## src/rtl/pipe_mem_wb_stage_pkg.sv

```systemverilog
// Shared configuration for the MEM/WB writeback slice: widths and result-source encodings.
// No logic; constants and types only.
// No flow control.
package pipe_mem_wb_stage_pkg;

  localparam int CFG_XLEN      = 32;
  localparam int CFG_RF_ADDR_W = 5;
  localparam int CFG_CNT_W     = 64;

  // Which memory-stage value becomes the writeback result
  typedef enum logic {
    RES_MUX = 1'b0,
    RES_MEM = 1'b1
  } result_src_e;

  // x0 is hardwired to zero, so it is never a legal write target
  function automatic logic rd_writable(input logic [CFG_RF_ADDR_W-1:0] rd);
    return rd != '0;
  endfunction

endpackage

```

## src/rtl/riscv_instret_counter.sv

```systemverilog
// Free-running event counter (minstret/mcycle style) with CSR overwrite.
// Updates one cycle after the event or write is presented.
// A CSR write in the same cycle as an event wins; that event is not counted.
module riscv_instret_counter #(
  parameter int CNT_W = 64
) (
  input  logic             i_clk,
  input  logic             i_rstn,
  input  logic             i_inc,
  input  logic             i_we,
  input  logic [CNT_W-1:0] i_wdata,
  output logic [CNT_W-1:0] o_cnt
);

  // CSR write first, then increment with natural wrap at all-ones
  always_ff @(posedge i_clk or negedge i_rstn) begin
    if (!i_rstn) begin
      o_cnt <= '0;
    end else if (i_we) begin
      o_cnt <= i_wdata;
    end else if (i_inc) begin
      o_cnt <= o_cnt + CNT_W'(1);
    end
  end

endmodule

```

## src/rtl/riscv_mux.sv

```systemverilog
// Generic N:1 word mux selected by a binary index.
// Purely combinational, zero latency.
// No flow control.
module riscv_mux #(
  parameter int N_MUX_IN = 2,
  parameter int W        = 32,
  parameter int SEL_W    = (N_MUX_IN > 1) ? $clog2(N_MUX_IN) : 1
) (
  input  logic [N_MUX_IN-1:0][W-1:0] i_in,
  input  logic [SEL_W-1:0]           i_sel,
  output logic [W-1:0]               o_out
);

  assign o_out = i_in[i_sel];

endmodule

```

## src/rtl/pipe_mem_wb_stage.sv

```systemverilog
// MEM/WB pipeline register, writeback select, rf write qualify and retired-instruction count.
// One cycle from M inputs to W outputs; result mux is combinational off the register.
// Stall holds every WB register; flush clears valid/regwrite and overrides stall.
module pipe_mem_wb_stage
  import pipe_mem_wb_stage_pkg::*;
#(
  parameter int XLEN      = CFG_XLEN,
  parameter int RF_ADDR_W = CFG_RF_ADDR_W,
  parameter int CNT_W     = CFG_CNT_W
) (
  input  logic                 i_clk,
  input  logic                 i_rstn,
  input  logic [XLEN-1:0]      i_dp_dmem_RD,
  input  logic [XLEN-1:0]      i_dp_4to1muxM,
  input  logic                 i_ResultSrcM,
  input  logic                 i_RegWriteM,
  input  logic [RF_ADDR_W-1:0] i_RdM,
  input  logic                 i_validM,
  input  logic                 i_stallW,
  input  logic                 i_flushW,
  input  logic                 i_instret_we,
  input  logic [CNT_W-1:0]     i_instret_wdata,
  output logic [XLEN-1:0]      o_dp_ResultW,
  output logic [RF_ADDR_W-1:0] o_RdW,
  output logic                 o_RegWriteW,
  output logic                 o_validW,
  output logic [CNT_W-1:0]     o_instret
);

  logic                 valid_q;
  logic                 regwrite_q;
  result_src_e          result_src_q;
  logic [RF_ADDR_W-1:0] rd_q;
  logic [XLEN-1:0]      dmem_q;
  logic [XLEN-1:0]      mux_q;

  logic                 retire;
  logic [1:0][XLEN-1:0] wb_mux_in;
  logic                 wb_sel;

  // WB register: flush kills the instruction (data fields left as-is), stall freezes, else capture M
  always_ff @(posedge i_clk or negedge i_rstn) begin
    if (!i_rstn) begin
      valid_q      <= 1'b0;
      regwrite_q   <= 1'b0;
      result_src_q <= RES_MUX;
      rd_q         <= '0;
      dmem_q       <= '0;
      mux_q        <= '0;
    end else if (i_flushW) begin
      valid_q    <= 1'b0;
      regwrite_q <= 1'b0;
    end else if (!i_stallW) begin
      valid_q      <= i_validM;
      regwrite_q   <= i_RegWriteM;
      result_src_q <= result_src_e'(i_ResultSrcM);
      rd_q         <= i_RdM;
      dmem_q       <= i_dp_dmem_RD;
      mux_q        <= i_dp_4to1muxM;
    end
  end

  // Index 1 is load data, index 0 the memory-stage mux result
  assign wb_mux_in = {dmem_q, mux_q};
  assign wb_sel    = (result_src_q == RES_MEM);

  riscv_mux #(
    .N_MUX_IN (2),
    .W        (XLEN)
  ) u_wb_mux (
    .i_in  (wb_mux_in),
    .i_sel (wb_sel),
    .o_out (o_dp_ResultW)
  );

  // Bubbles and x0 targets never reach the register file
  assign o_RegWriteW = regwrite_q & valid_q & rd_writable(CFG_RF_ADDR_W'(rd_q));
  assign o_RdW       = rd_q;
  assign o_validW    = valid_q;

  // An instruction retires on the edge it leaves WB, so a long stall counts once
  assign retire = valid_q & ~i_stallW & ~i_flushW;

  riscv_instret_counter #(
    .CNT_W (CNT_W)
  ) u_instret (
    .i_clk   (i_clk),
    .i_rstn  (i_rstn),
    .i_inc   (retire),
    .i_we    (i_instret_we),
    .i_wdata (i_instret_wdata),
    .o_cnt   (o_instret)
  );

endmodule

```

## config.mk

```make
export PLATFORM = sky130hd
export DESIGN_NAME = pipe_mem_wb_stage
export DESIGN_NICKNAME = d
export VERILOG_FILES = /design/src/rtl/pipe_mem_wb_stage_pkg.sv /design/src/rtl/riscv_instret_counter.sv /design/src/rtl/riscv_mux.sv /design/src/rtl/pipe_mem_wb_stage.sv
export SDC_FILE = /design/constraint.sdc
export NUM_CORES = 1
export LEC_CHECK = 0
export ABC_AREA = 1
export CORE_ASPECT_RATIO = 0.9
export CORE_MARGIN = 2
export CORE_UTILIZATION = 25
export CTS_CLUSTER_SIZE = 28
export DETAILED_ROUTE_END_ITERATION = 16
export GPL_TIMING_DRIVEN = 0
export HOLD_SLACK_MARGIN = 0.06
export PLACE_DENSITY_LB_ADDON = 0.2
export SLEW_MARGIN = 20
export SYNTH_ARGS = -nofsm -noshare
export SYNTH_HDL_FRONTEND = slang
export SYNTH_HIERARCHICAL = 1
export SYNTH_SLANG_ARGS = --single-unit
```

## constraint.sdc

```tcl
create_clock -name i_clk -period 2.7 [get_ports i_clk]
set_input_delay 0.27 -clock i_clk [delete_from_list [all_inputs] [get_ports i_clk]]
set_output_delay 0.27 -clock i_clk [all_outputs]
set_load 0.02 [all_outputs]
```

==> results of run 1 <==
[through the flow]
stage / power [mW] / utilization [%] / setup TNS [ns] / cells
floorplan: 3.27 / - / 0 / 1105
global placement: 4.16 / 34.9 / -661.25 / 1754
detailed placement: 4.17 / 35.0 / -15.43 / 1755
CTS: 6.59 / 37.0 / 0 / 1787
global route: 6.84 / 37.0 / 0 / 1787
finish: 6.50 / 37.0 / 0 / 1788
[final cells by class]
cell class | count | area (um^2) | share of cell area [%]
multi-input combinational | 870 | 4070 | 35.4
sequential | 136 | 3400 | 29.5
timing repair buffer | 242 | 2440 | 21.2
tap | 409 | 512 | 4.44
clock buffer | 18 | 439 | 3.81
buffer | 49 | 299 | 2.60
inverter | 50 | 195 | 1.69
clock inverter | 13 | 149 | 1.29
antenna | 1 | 2.50 | 0.0217
[power breakdown]
group / total (mW) / internal, mW / switching (mW) / leakage [nW]
clock: 2.37 / 1.39 / 0.984 / 0.279
combinational: 1.62 / 0.770 / 0.848 / 3.00
sequential: 2.51 / 2.26 / 0.243 / 1.67
[flip-flops by register name (all words and copies together), names as in the netlist]
register,flops
dmem_q,32
regwrite_q,1
mux_q,32
o_validW,1
u_instret/o_cnt,64
o_RdW,5
result_src_q,1
[layout by cell type (no fill, tap or decap), drive strengths merged, types with 20 or more instances in the layout]
cell           Yosys  final
clkbuf            28     46
nand2            472    472
o21ai             88     88
dfrtp            136    136
buf               21     23
clkdlybuf4s50      0    239
o21bai            20     20
a22oi             53     53
nand3             51     51
inv               50     52
nor2             137    137
[timing repair]
item | in CTS | in global routing
setup endpoints to repair | 20 | 1
hold buffers | 1 | 0
pin swaps | 0 | 0
gates resized for setup | 2 | 1
hold endpoints to repair | 69 | 0
[logic make-up (layout without fill, tap and decap cells)]
group,Yosys count,count (layout),share of synthesized area [%]
xor gates and xnor gates,27,27,2.97
DFF,136,136,42.7
adders and majority gates,1,1,0.157
AOI/OAI and AO/OA,173,173,13.3
other,0,1,0
and+or+nand+nor,669,669,34.6
buffers and inverters,99,372,6.19
[worst max-delay path: stages (launching register included)]
cell and delay, ns:
dfrtp_1 0.40, inv_1 0.07, nor3_2 0.33, inv_1 0.23, nor2_2 0.33, inv_1 0.32
clkbuf_1 0.34, o21ai_0 0.23
[layer usage]
layer,share of wire (%),up-vias
met1,49,3911
met3,6.6,10
met4,0.78,0
met2,44,241
met5,0,-
li1,-,4097
[path summary, 6_finish.rpt]
check	end	slack, ns	cells after the start
setup / recovery	u_instret/o_cnt[15]$_DFFE_PN0P_	0.37	7
hold / removal	dmem_q[24]$_DFFE_PN0P_	0.25	3
setup reg to reg	u_instret/o_cnt[15]$_DFFE_PN0P_	0.37	7
hold reg to reg	mux_q[24]$_DFFE_PN0P_	0.50	2
max in group asynchronous	u_instret/o_cnt[57]$_DFFE_PN0P_	1.52	3
min in group asynchronous	mux_q[11]$_DFFE_PN0P_	0.42	2
==> run_results.csv, run 1 <==
group,metric,value,unit
outcome,status,"complete, no violations",
critical_path,crit_type,"flip-flop to flip-flop",
cts,numCtsBuffers,17,
final_layout,fillers,3333,
synthesis,synth_area_leader_cell,"dfrtp_1",
sta,setup_viol,0,
grt,grt_pass1_wl,48500,um
routing,dr_total_vias,8259,
routing,antenna_left,0,
cts,clock-sinks,136,
grt,grt_max_degree,71,
routing,drc,0,
final_layout,syn_to_final_growth,44.7,%
power_and_ir_drop,leakage,4.94,nW
synthesis,syn_area,7960,um^2
synthesis,synthCells,1105,
sta,final_max_slew_viol_count,0,
flow_run,max-cap-violations,0,
routing,dr.pass1.iters,5,
synthesis,synth.area.top_cells,"dfrtp_1, nand2_1, nor2_1",
grt,busiest_layer,"met2",
synthesis,ys_top_cells_by_count,"nand2_1, dfrtp_1, nor2_1, o21ai_0, a22oi_1",
sta,holdWs,0.252,ns
sta,hold_viol,0,
floorplan,die_area,33300,um^2
grt,grt_pass1_vias,8145,
sta,rsz0062_at_grt,"false",
synthesis,ys_seq_area_share,42.7,%
sta,worstMarginPinSlew,0.619,ns
routing,drtIter0Drc,506,
synthesis,synth_edf_count,0,
sta,setup_slack,0.366,ns
sta,fin_crit,2.33,ns
cts,htree_levels,4,
placed_design,dp_hpwl,24800,um
routing,via_per_inst,4.62,
floorplan,io_pins,244,
grt,use_met3,4.53,%
critical_path,crit_path_start_kind,"flip-flop",
placed_design,place_area,10900,um^2
synthesis,synthDistinctLibCells,33,
hold_path,min_from,"i_stallW",
critical_path,startpoint,"o_validW$_DFFE_PN0P_",
cts,cts_tree,"yes",
critical_path,r2r-start,"o_validW$_DFFE_PN0P_",
critical_path,arrival,2.67,ns
synthesis,synthFlopType,"dfrtp_1",
placed_design,gp_congestion,0.912,
routing,wl_per_cell,17.8,um
critical_path,critPathRequiredTime,3.04,ns
power_and_ir_drop,ir_worst_vdd,0.377,mV
final_layout,drive_gt1_share,7.55,%
synthesis,syn-num-nets,1247,
synthesis,synth_top_area_share,42.7,%
cts,cts.clk_slew.worst_paths,0.06,ns
floorplan,die-height,173,um
grt,grt_antenna_before_repair,1,
final_layout,finalInstanceArea,11500,um^2
placed_design,portBuffers,240,
grt,grt-ovfl-total,0,
synthesis,yosysMostFrequentCell,"nand2_1",
synthesis,ys_warn_count,6,
critical_path,endpoint_kind,"flip-flop",
synthesis,synth-seq-cells,136,
cts,cts-root-buf,"clkbuf_16",
grt,met2_usage,29.0,%
critical_path,crit_fanout,10,
cts,clock_path_buffers,2,
final_layout,nNetsFinal,1508,
sta,post-route-period-util,86.5,%
sta,slew_headroom,58.7,%
floorplan,coreArea,31100,um^2
synthesis,avgSynthCellArea,7.20,um^2
grt,track_usage,19.3,%
hold_path,hold_path.class,"primary input to flip-flop",
sta,fmax,428,MHz
placed_design,pre_cts_ws,-0.512,ns
routing,routed_wl,31800,um
floorplan,dieWidth,192,um
grt,grt_util_met1,28.1,%
cts,cts_setup_buffers,0,
sta,skew,0.0140,ns
power_and_ir_drop,power_density,564,nW/um^2
cts,clk_latency,0.43,ns
floorplan,num_rows,61,
floorplan,initial_core_util,25.6,%
synthesis,async_reset_ff_share,100,%
No activity file was read; power rests on OpenSTA's default activity.
==> run 2, diff against run 1 <==
--- a/config.mk
+++ b/config.mk
@@ -7,7 +7,6 @@
 export LEC_CHECK = 0
 export ABC_AREA = 1
 export CORE_ASPECT_RATIO = 0.9
-export CORE_MARGIN = 2
 export CORE_UTILIZATION = 25
 export CTS_CLUSTER_SIZE = 28
 export DETAILED_ROUTE_END_ITERATION = 16
==> run_results.csv, run 2 (synthesis results as in run 1) <==
group,metric,value,unit
sta,hold_viol,0,
power_and_ir_drop,ir_worst_vdd,0.443,mV
cts,cts.clk_slew.worst_paths,0.06,ns
final_layout,largest_register_ffs,64,
grt,grt_antenna_before_repair,0,
critical_path,crit_path_start_kind,"flip-flop",
sta,setup_viol,0,
placed_design,pre_cts_ws,-0.523,ns
sta,post-route-period-util,87.4,%
final_layout,n_antenna_cell,0,
sta,rsz0062_at_grt,"false",
routing,drc,0,
routing,wl_per_cell,17.9,um
sta,worstMarginPinSlew,0.812,ns
final_layout,syn_to_final_growth,44.5,%
placed_design,gp_congestion,0.888,
routing,dr.pass1.iters,5,
outcome,status,"complete, no violations",
critical_path,arrival,2.70,ns
floorplan,die-height,171,um
final_layout,register_area,3400,um^2
final_layout,most-common-layout-cells,"nand2_1, clkdlybuf4s50_1, dfrtp_1",
routing,drtIter0Drc,577,
cts,clk_latency,0.43,ns
routing,via_per_inst,4.63,
placed_design,portBuffers,240,
sta,final_max_slew_viol_count,0,
routing,antenna_left,0,
critical_path,crit_fanout,10,
floorplan,dieWidth,190,um
critical_path,endpoint_kind,"flip-flop",
floorplan,coreArea,31100,um^2
final_layout,nNetsFinal,1508,
sta,slew_headroom,45.9,%
sta,fin_crit,2.36,ns
critical_path,reg2reg_depth,7,
final_layout,regMostFlops,"u_instret/o_cnt",
power_and_ir_drop,power,6.51,mW
floorplan,io_pins,244,
sta,skew,0.0143,ns
grt,grt_pass1_wl,48400,um
grt,grt_pass1_vias,8034,
cts,cts_tree,"yes",
grt,grt_max_degree,76,
power_and_ir_drop,leakage,4.94,nW
critical_path,ff2ff_setup_slack,0.34,ns
grt,grt-ovfl-total,0,
sta,fin_setup_tns,0,ns
routing,routed_wl,31900,um
critical_path,critPathRequiredTime,3.04,ns
hold_path,whs_path_depth,3,
cts,numCtsBuffers,17,
hold_path,hold_path.class,"primary input to flip-flop",
cts,clock_path_buffers,2,
final_layout,multiInputGateArea,4070,um^2
final_layout,drive_gt1_share,7.40,%
grt,track_usage,20.0,%
cts,htree_levels,4,
sta,fmax,424,MHz
floorplan,initial_core_util,25.6,%
critical_path,crit_type,"flip-flop to flip-flop",
placed_design,dp_hpwl,24600,um
sta,setup_slack,0.339,ns
final_layout,top_regs,"u_instret/o_cnt x64, dmem_q x32, mux_q x32",
cts,clock-sinks,136,
final_layout,fillers,3360,
final_layout,layout_commonest_cell,"nand2_1",
floorplan,num_rows,61,
routing,dr_total_vias,8282,
flow_run,max-cap-violations,0,
floorplan,die_area,32600,um^2
cts,cts-root-buf,"clkbuf_16",
power_and_ir_drop,power_density,566,nW/um^2
-- run 2: cell count changes in the layout (fill, tap and decap cells not counted), sizes merged --
cell      change
inv           +2
clkinvlp      -1
diode         -1
clkinv        -1
-- run 2: critical path: stages, from the launching register on --
cell and delay [ns]:
dfrtp_1 0.40, inv_1 0.07, nor3_2 0.33, inv_1 0.23, nor2_2 0.32, inv_1 0.34, clkbuf_1 0.35, o21ai_0 0.24
-- run 2: layout make-up --
class	instances	area share, %
inverters	50	1.70
flip-flops and latches	136	29.6
multi-input cells	870	35.4
clock buffers	18	3.73
well taps	409	4.45
clock inverters	13	1.27
plain buffers	49	2.59
repair buffers	242	21.3
-- run 2: timing repair --
action                                  in CTS  in global routing
cloned                                       0                  0
hold buffers                                 1                  0
gates resized for setup                      1                  1
endpoints found under the setup margin      17                  8
setup buffers                                0                  0
hold endpoints to repair                    61                  0
-- run 2: power by group --
| group | total (mW) | switching (mW) | internal (mW) |
|---|---|---|---|
| combinational | 1.62 | 0.854 | 0.770 |
| sequential | 2.50 | 0.239 | 2.26 |
| clock | 2.38 | 1.01 | 1.37 |
-- run 2: worst paths after layout --
check / from / to
max: o_validW$_DFFE_PN0P_ / u_instret/o_cnt[16]$_DFFE_PN0P_
min: i_stallW / dmem_q[24]$_DFFE_PN0P_
max reg2reg: o_validW$_DFFE_PN0P_ / u_instret/o_cnt[16]$_DFFE_PN0P_
min reg2reg: dmem_q[11]$_DFFE_PN0P_ / dmem_q[11]$_DFFE_PN0P_
max in group asynchronous: i_rstn / u_instret/o_cnt[26]$_DFFE_PN0P_
min in group asynchronous: i_rstn / mux_q[10]$_DFFE_PN0P_
-- run 2: per-stage QoR --
stage	instance area [um^2]	hold slack [ns]	std cells	utilization [%]
floorplan	7960	-0.0256	1105	-
global placement	10900	0.482	1754	34.9
detailed placement	10900	0.265	1755	35.0
CTS	11500	0.221	1787	36.9
global route	11500	0.258	1787	36.9
finish	11500	0.234	1787	36.9
-- run 2: layer usage --
layer | track usage (%) | wire [um] | up-vias
met3 | 4.22 | 1780 | 29
met4 | 5.29 | 505 | 0
met2 | 29.3 | 13700 | 222
li1 | - | - | 4081
met1 | 29.3 | 15900 | 3950
met5 | 0 | 0 | -
